<file path="src/rtl/mem_store_unit.sv">
// mem_store_unit: accepts one store at a time and drives a single memory write.
// The unit packs the data and byte enables by access size and holds the write
// request until the memory acknowledges it or the wait limit expires. It then
// reports completion, misalignment, illegal size or timeout with a one-cycle pulse.
module mem_store_unit #(
  parameter int TIMEOUT = 255
) (
  input  logic        clk,
  input  logic        reset,
  input  logic        inp_Store_Valid,
  output logic        inp_Store_Ready,
  input  logic [1:0]  inp_Store_Size,
  input  logic [31:0] inp_Store_Addr,
  input  logic [31:0] inp_Store_Data,
  output logic        mem_Req,
  output logic [31:0] mem_Addr,
  output logic [31:0] mem_Wdata,
  output logic [3:0]  mem_Byte_En,
  input  logic        mem_Ack,
  output logic        store_Done,
  output logic        store_Error,
  output logic [1:0]  error_Code
);

  // The wait counter only needs to hold 0 .. TIMEOUT-1. The last value ends the wait.
  localparam int CW = (TIMEOUT < 2) ? 1 : $clog2(TIMEOUT);
  localparam logic [CW-1:0] CNT_LAST = CW'(TIMEOUT - 1);

  localparam logic [1:0] CODE_NONE     = 2'b00;
  localparam logic [1:0] CODE_MISALIGN = 2'b01;
  localparam logic [1:0] CODE_ILLEGAL  = 2'b10;
  localparam logic [1:0] CODE_TIMEOUT  = 2'b11;

  typedef enum logic [1:0] {
    S_IDLE = 2'd0,
    S_BUSY = 2'd1,
    S_RESP = 2'd2
  } state_t;

  state_t        r_state;
  logic [CW-1:0] r_cnt;
  logic          r_req;
  logic [31:0]   r_addr;
  logic [31:0]   r_wdata;
  logic [3:0]    r_be;
  logic          r_done;
  logic          r_err;
  logic [1:0]    r_code;

  logic [31:0]   w_wdata;
  logic [3:0]    w_be;
  logic [1:0]    w_code;

  // Lane packing and request classification for the incoming store.
  always_comb begin
    w_wdata = 32'h0000_0000;
    w_be    = 4'b0000;
    w_code  = CODE_NONE;
    case (inp_Store_Size)
      2'b00: begin
        w_wdata = {4{inp_Store_Data[7:0]}};
        w_be    = 4'b0001 << inp_Store_Addr[1:0];
      end
      2'b01: begin
        w_wdata = {2{inp_Store_Data[15:0]}};
        w_be    = inp_Store_Addr[1] ? 4'b1100 : 4'b0011;
        w_code  = inp_Store_Addr[0] ? CODE_MISALIGN : CODE_NONE;
      end
      2'b10: begin
        w_wdata = inp_Store_Data;
        w_be    = 4'b1111;
        w_code  = (inp_Store_Addr[1:0] != 2'b00) ? CODE_MISALIGN : CODE_NONE;
      end
      default: begin
        // Illegal size wins over any alignment problem.
        w_code  = CODE_ILLEGAL;
      end
    endcase
  end

  // Store sequencing FSM with registered memory-side and response outputs.
  always_ff @(posedge clk or posedge reset) begin
    if (reset) begin
      r_state <= S_IDLE;
      r_cnt   <= '0;
      r_req   <= 1'b0;
      r_addr  <= 32'h0000_0000;
      r_wdata <= 32'h0000_0000;
      r_be    <= 4'b0000;
      r_done  <= 1'b0;
      r_err   <= 1'b0;
      r_code  <= CODE_NONE;
    end else begin
      // Response signals are single-cycle pulses unless re-armed below.
      r_done <= 1'b0;
      r_err  <= 1'b0;
      r_code <= CODE_NONE;
      case (r_state)
        S_IDLE: begin
          if (inp_Store_Valid) begin
            if (w_code != CODE_NONE) begin
              r_state <= S_RESP;
              r_err   <= 1'b1;
              r_code  <= w_code;
            end else begin
              r_state <= S_BUSY;
              r_cnt   <= '0;
              r_req   <= 1'b1;
              r_addr  <= {inp_Store_Addr[31:2], 2'b00};
              r_wdata <= w_wdata;
              r_be    <= w_be;
            end
          end else begin
            r_state <= S_IDLE;
          end
        end
        S_BUSY: begin
          if (mem_Ack || (r_cnt == CNT_LAST)) begin
            // An ack in the final wait cycle still counts as success.
            r_state <= S_RESP;
            r_req   <= 1'b0;
            r_addr  <= 32'h0000_0000;
            r_wdata <= 32'h0000_0000;
            r_be    <= 4'b0000;
            r_done  <= mem_Ack;
            r_err   <= ~mem_Ack;
            r_code  <= mem_Ack ? CODE_NONE : CODE_TIMEOUT;
          end else begin
            r_cnt   <= r_cnt + {{(CW-1){1'b0}}, 1'b1};
          end
        end
        S_RESP: begin
          r_state <= S_IDLE;
        end
        default: begin
          r_state <= S_IDLE;
          r_req   <= 1'b0;
          r_addr  <= 32'h0000_0000;
          r_wdata <= 32'h0000_0000;
          r_be    <= 4'b0000;
        end
      endcase
    end
  end

  assign inp_Store_Ready = (r_state == S_IDLE) && !reset;
  assign mem_Req         = r_req;
  assign mem_Addr        = r_addr;
  assign mem_Wdata       = r_wdata;
  assign mem_Byte_En     = r_be;
  assign store_Done      = r_done;
  assign store_Error     = r_err;
  assign error_Code      = r_code;

endmodule

</file>
<file path="config.mk">
export PLATFORM = sky130hd
export DESIGN_NAME = mem_store_unit
export DESIGN_NICKNAME = d
export VERILOG_FILES = /design/src/rtl/mem_store_unit.sv
export SDC_FILE = /design/constraint.sdc
export NUM_CORES = 1
export LEC_CHECK = 0
export ABC_AREA = 1
export CAP_MARGIN = 15
export CORE_ASPECT_RATIO = 0.9
export CORE_MARGIN = 5
export CORE_UTILIZATION = 40
export DETAILED_ROUTE_END_ITERATION = 7
export PLACE_DENSITY = 0.72
export SLEW_MARGIN = 30
export SYNTH_ARGS = -nofsm -noshare
export SYNTH_HDL_FRONTEND = slang
export SYNTH_SLANG_ARGS = --single-unit
</file>
<file path="constraint.sdc">
create_clock -name clk -period 7.75 [get_ports clk]
set_clock_uncertainty 0.05 [all_clocks]
set_input_delay 1.55 -clock clk [delete_from_list [all_inputs] [get_ports clk]]
set_output_delay 1.55 -clock clk [all_outputs]
set_load 0.01 [all_outputs]
</file>
==> results.json <==
{
  "fin_setup_tns_ns": 0,
  "vias_per_cell": 4.94,
  "ys.flop_type": "dfrtp_1",
  "io_buffers": 141,
  "grt_max_degree": 82,
  "cts.sinks": 81,
  "layout-drive-gt1-share_pct": 14.0,
  "htreeDepth": 3,
  "r2r_end": "r_cnt[7]$_DFFE_PP0P_",
  "fin_hold_ws_ns": 0.418,
  "min_period_ns": 4.24,
  "startpoint_type": "input pin",
  "grt_pass1_wl_um": 18800,
  "drtIter0Drc": 328,
  "path_max_fanout": 2,
  "synth_seq_cells": 81,
  "synth_largest_area_cell": "dfrtp_1",
  "clockBufferDepth": 2,
  "worst_pin_slew_ns": 0.840,
  "worstPathCellList": "clkdlybuf4s50_1 > nor2_1 > clkdlybuf4s50_1",
  "fp.coreArea_um2": 10200,
  "cts_tree": "yes",
  "drc": 0,
  "start_util_pct": 40.9,
  "cpPeakStageDelay_ns": 0.54,
  "syn-cell-area_um2": 4190,
  "worstReg2RegStart": "r_state[0]$_DFFE_PP0P_",
  "die_w_um": 118,
  "synth_edf_count": 0,
  "grt_usage_pct": 18.1,
  "cts_buffers": 9,
  "grt_pass1_vias": 3581,
  "finalNetCount": 676,
  "place_hpwl_um": 8270,
  "num_rows": 35,
  "hold_depth": 2,
  "die_y_um": 107,
  "r2r_slack_ns": 5.04,
  "rsz0062_at_grt": "false",
  "antenna_found_initial": 0,
  "final_max_slew_viol_count": 0,
  "fmax_mhz": 236,
  "postCtsHoldBufs": 0,
  "drv_cap": 0,
  "num_vias": 3645,
  "num_antenna_cells": 0,
  "crit_path_end_kind": "primary output",
  "setup_viol": 0,
  "leakagePower_nw": 2.81,
  "cp.arrival_ns": 2.64,
  "clk_pin_slew_ns": 0.06,
  "area_growth_pct": 39.8,
  "crit_type": "in -> out",
  "reg2reg_depth": 7,
  "cts_resized": 0,
  "yosysMostFrequentCell": "nand2_1",
  "post_cts_buffers": 0,
  "cp_common_cell": "clkdlybuf4s50_1",
  "slew_headroom_pct": 44.0,
  "grt-ovfl-total": 0,
  "worst-path-buf-inv": 2,
  "synthArstFlopShare_pct": 100,
  "hold_path_class": "reg -> reg",
  "power_density_nw_per_um2": 312,
  "detail_route.first_pass.iterations": 4,
  "yosysSeqAreaShare_pct": 48.3,
  "layout_worst_path_cycle_share_pct": 54.7,
  "synth.area.top_cells": "dfrtp_1 48%, nand2_1 18%, nand3_2 12%, nand3_1 4.2%, buf_12 2.9%",
  "routabilityCongestion": 0.896,
  "avgSynthCellArea_um2": 8.85,
  "die-area_um2": 12600,
  "ioPinCount": 144,
  "clk_latency_ns": 0.32,
  "cts_root_buf": "clkbuf_16",
  "synth_warnings": 0,
  "hold_end": "mem_Addr[7]$_DFFE_PP0P_",
  "netlist_instances": 474,
  "vdd_drop_max_mv": 0.149,
  "synth_top_cell_area_share_pct": 48.3,
  "required_ns": 6.15,
  "worstHoldStart": "mem_Addr[7]$_DFFE_PP0P_",
  "crit_slowest_cell": "clkdlybuf4s50_1",
  "detail_route.wl_per_cell_um": 15.7,
  "run_status": "complete, no violations",
  "hold_viol": 0,
  "yosys-top-cells-count": "206 x nand2_1, 81 x dfrtp_1, 51 x nand3_2",
  "synth.distinct_cells": 31,
  "ant_nets": 0,
  "crit_family": "buffers and inverters",
  "routed_wl_um": 11600
}
[logic make-up after synthesis]
logic type	synth area share, %
AND/OR/NAND/NOR	39.1
flip-flops	48.3
buffers and inverters	7.97
AO/OA/AOI/OAI	3.49
XOR/XNOR	0.418
adder cells (fa/ha/maj)	0.597
other	0.0894
[sequential cells by signal, summed over array words and instances (netlist names)]
| name | count |
|---|---|
| mem_Addr | 30 |
| mem_Req | 1 |
| store_Done | 1 |
| r_cnt | 8 |
| error_Code | 2 |
| mem_Wdata | 32 |
| store_Error | 1 |
| r_state | 2 |
| mem_Byte_En | 4 |
[power breakdown]
group          total, mW  switching (mW)  internal [mW]
logic              0.745           0.398          0.347
registers          0.644          0.0806          0.563
clock network      0.443           0.174          0.269
total               1.83           0.652           1.18
[worst reg2reg max path, cell delays in order (launching register included)]
cell and delay (ns):
dfrtp_1 0.40, or2_2 0.36, nor2_4 0.37, buf_4 0.73, nand3_2 0.36, nand2_2 0.22
nand2_1 0.09, nand2_1 0.06
[final cells by class]
cell class                      count  area, µm²
Timing Repair Buffer              145       1450
Clock inverter                      5       62.6
Tap cell                          129        161
Inverter                           19       73.8
Multi-Input combinational cell    348       1840
Fill cell                         928       4380
Sequential cell                    81       2030
Clock buffer                       11        253
[layout by cell type, fill, tap and decap left out, types with 3 or more instances in the layout]
master             n
a22o_1             8
inv_1             15
buf_4              3
clkdlybuf4s50_1  141
nand3_1           35
nand3_2           51
nand2_1          206
dfrtp_1           81
nand2_2            4
nor2_1            16
o21ai_0            7
clkbuf_16          9
[layer usage]
layer  part of all wire, %  global-route usage, %  vias up
met5                     0                      0        -
met4                   1.1                   4.75        0
met3                   8.4                   5.85       13
met2                    47                   28.4      131
met1                    44                   24.2     1727
li1                      -                      -     1774
[worst max-delay path by stage]
| stage | start | to | slack [ns] | cells after the start |
|---|---|---|---|---|
| after floorplan | reset | error_Code[0]$_DFF_PP0_ | 4.07 | 1 |
| after global placement | reset | inp_Store_Ready | 3.51 | 3 |
| after detailed placement | reset | inp_Store_Ready | 3.50 | 3 |
| after CTS | reset | inp_Store_Ready | 3.51 | 3 |
| after global routing | reset | inp_Store_Ready | 3.48 | 3 |
| final | reset | inp_Store_Ready | 3.51 | 3 |
[metrics by stage]
stage / instance area [µm²] / worst slack, ns / util (%) / power, mW / instances
floorplan: 4200 / 4.07 / - / 1.04 / 475
global placement: 5550 / 3.51 / 54.1 / 1.39 / 722
detailed placement: 5550 / 3.50 / 54.2 / 1.41 / 722
CTS: 5860 / 3.51 / 57.2 / 1.86 / 738
global route: 5860 / 3.48 / 57.2 / 1.95 / 738
finish: 5860 / 3.51 / 57.2 / 1.83 / 738
(Power assumes the default switching activity.)
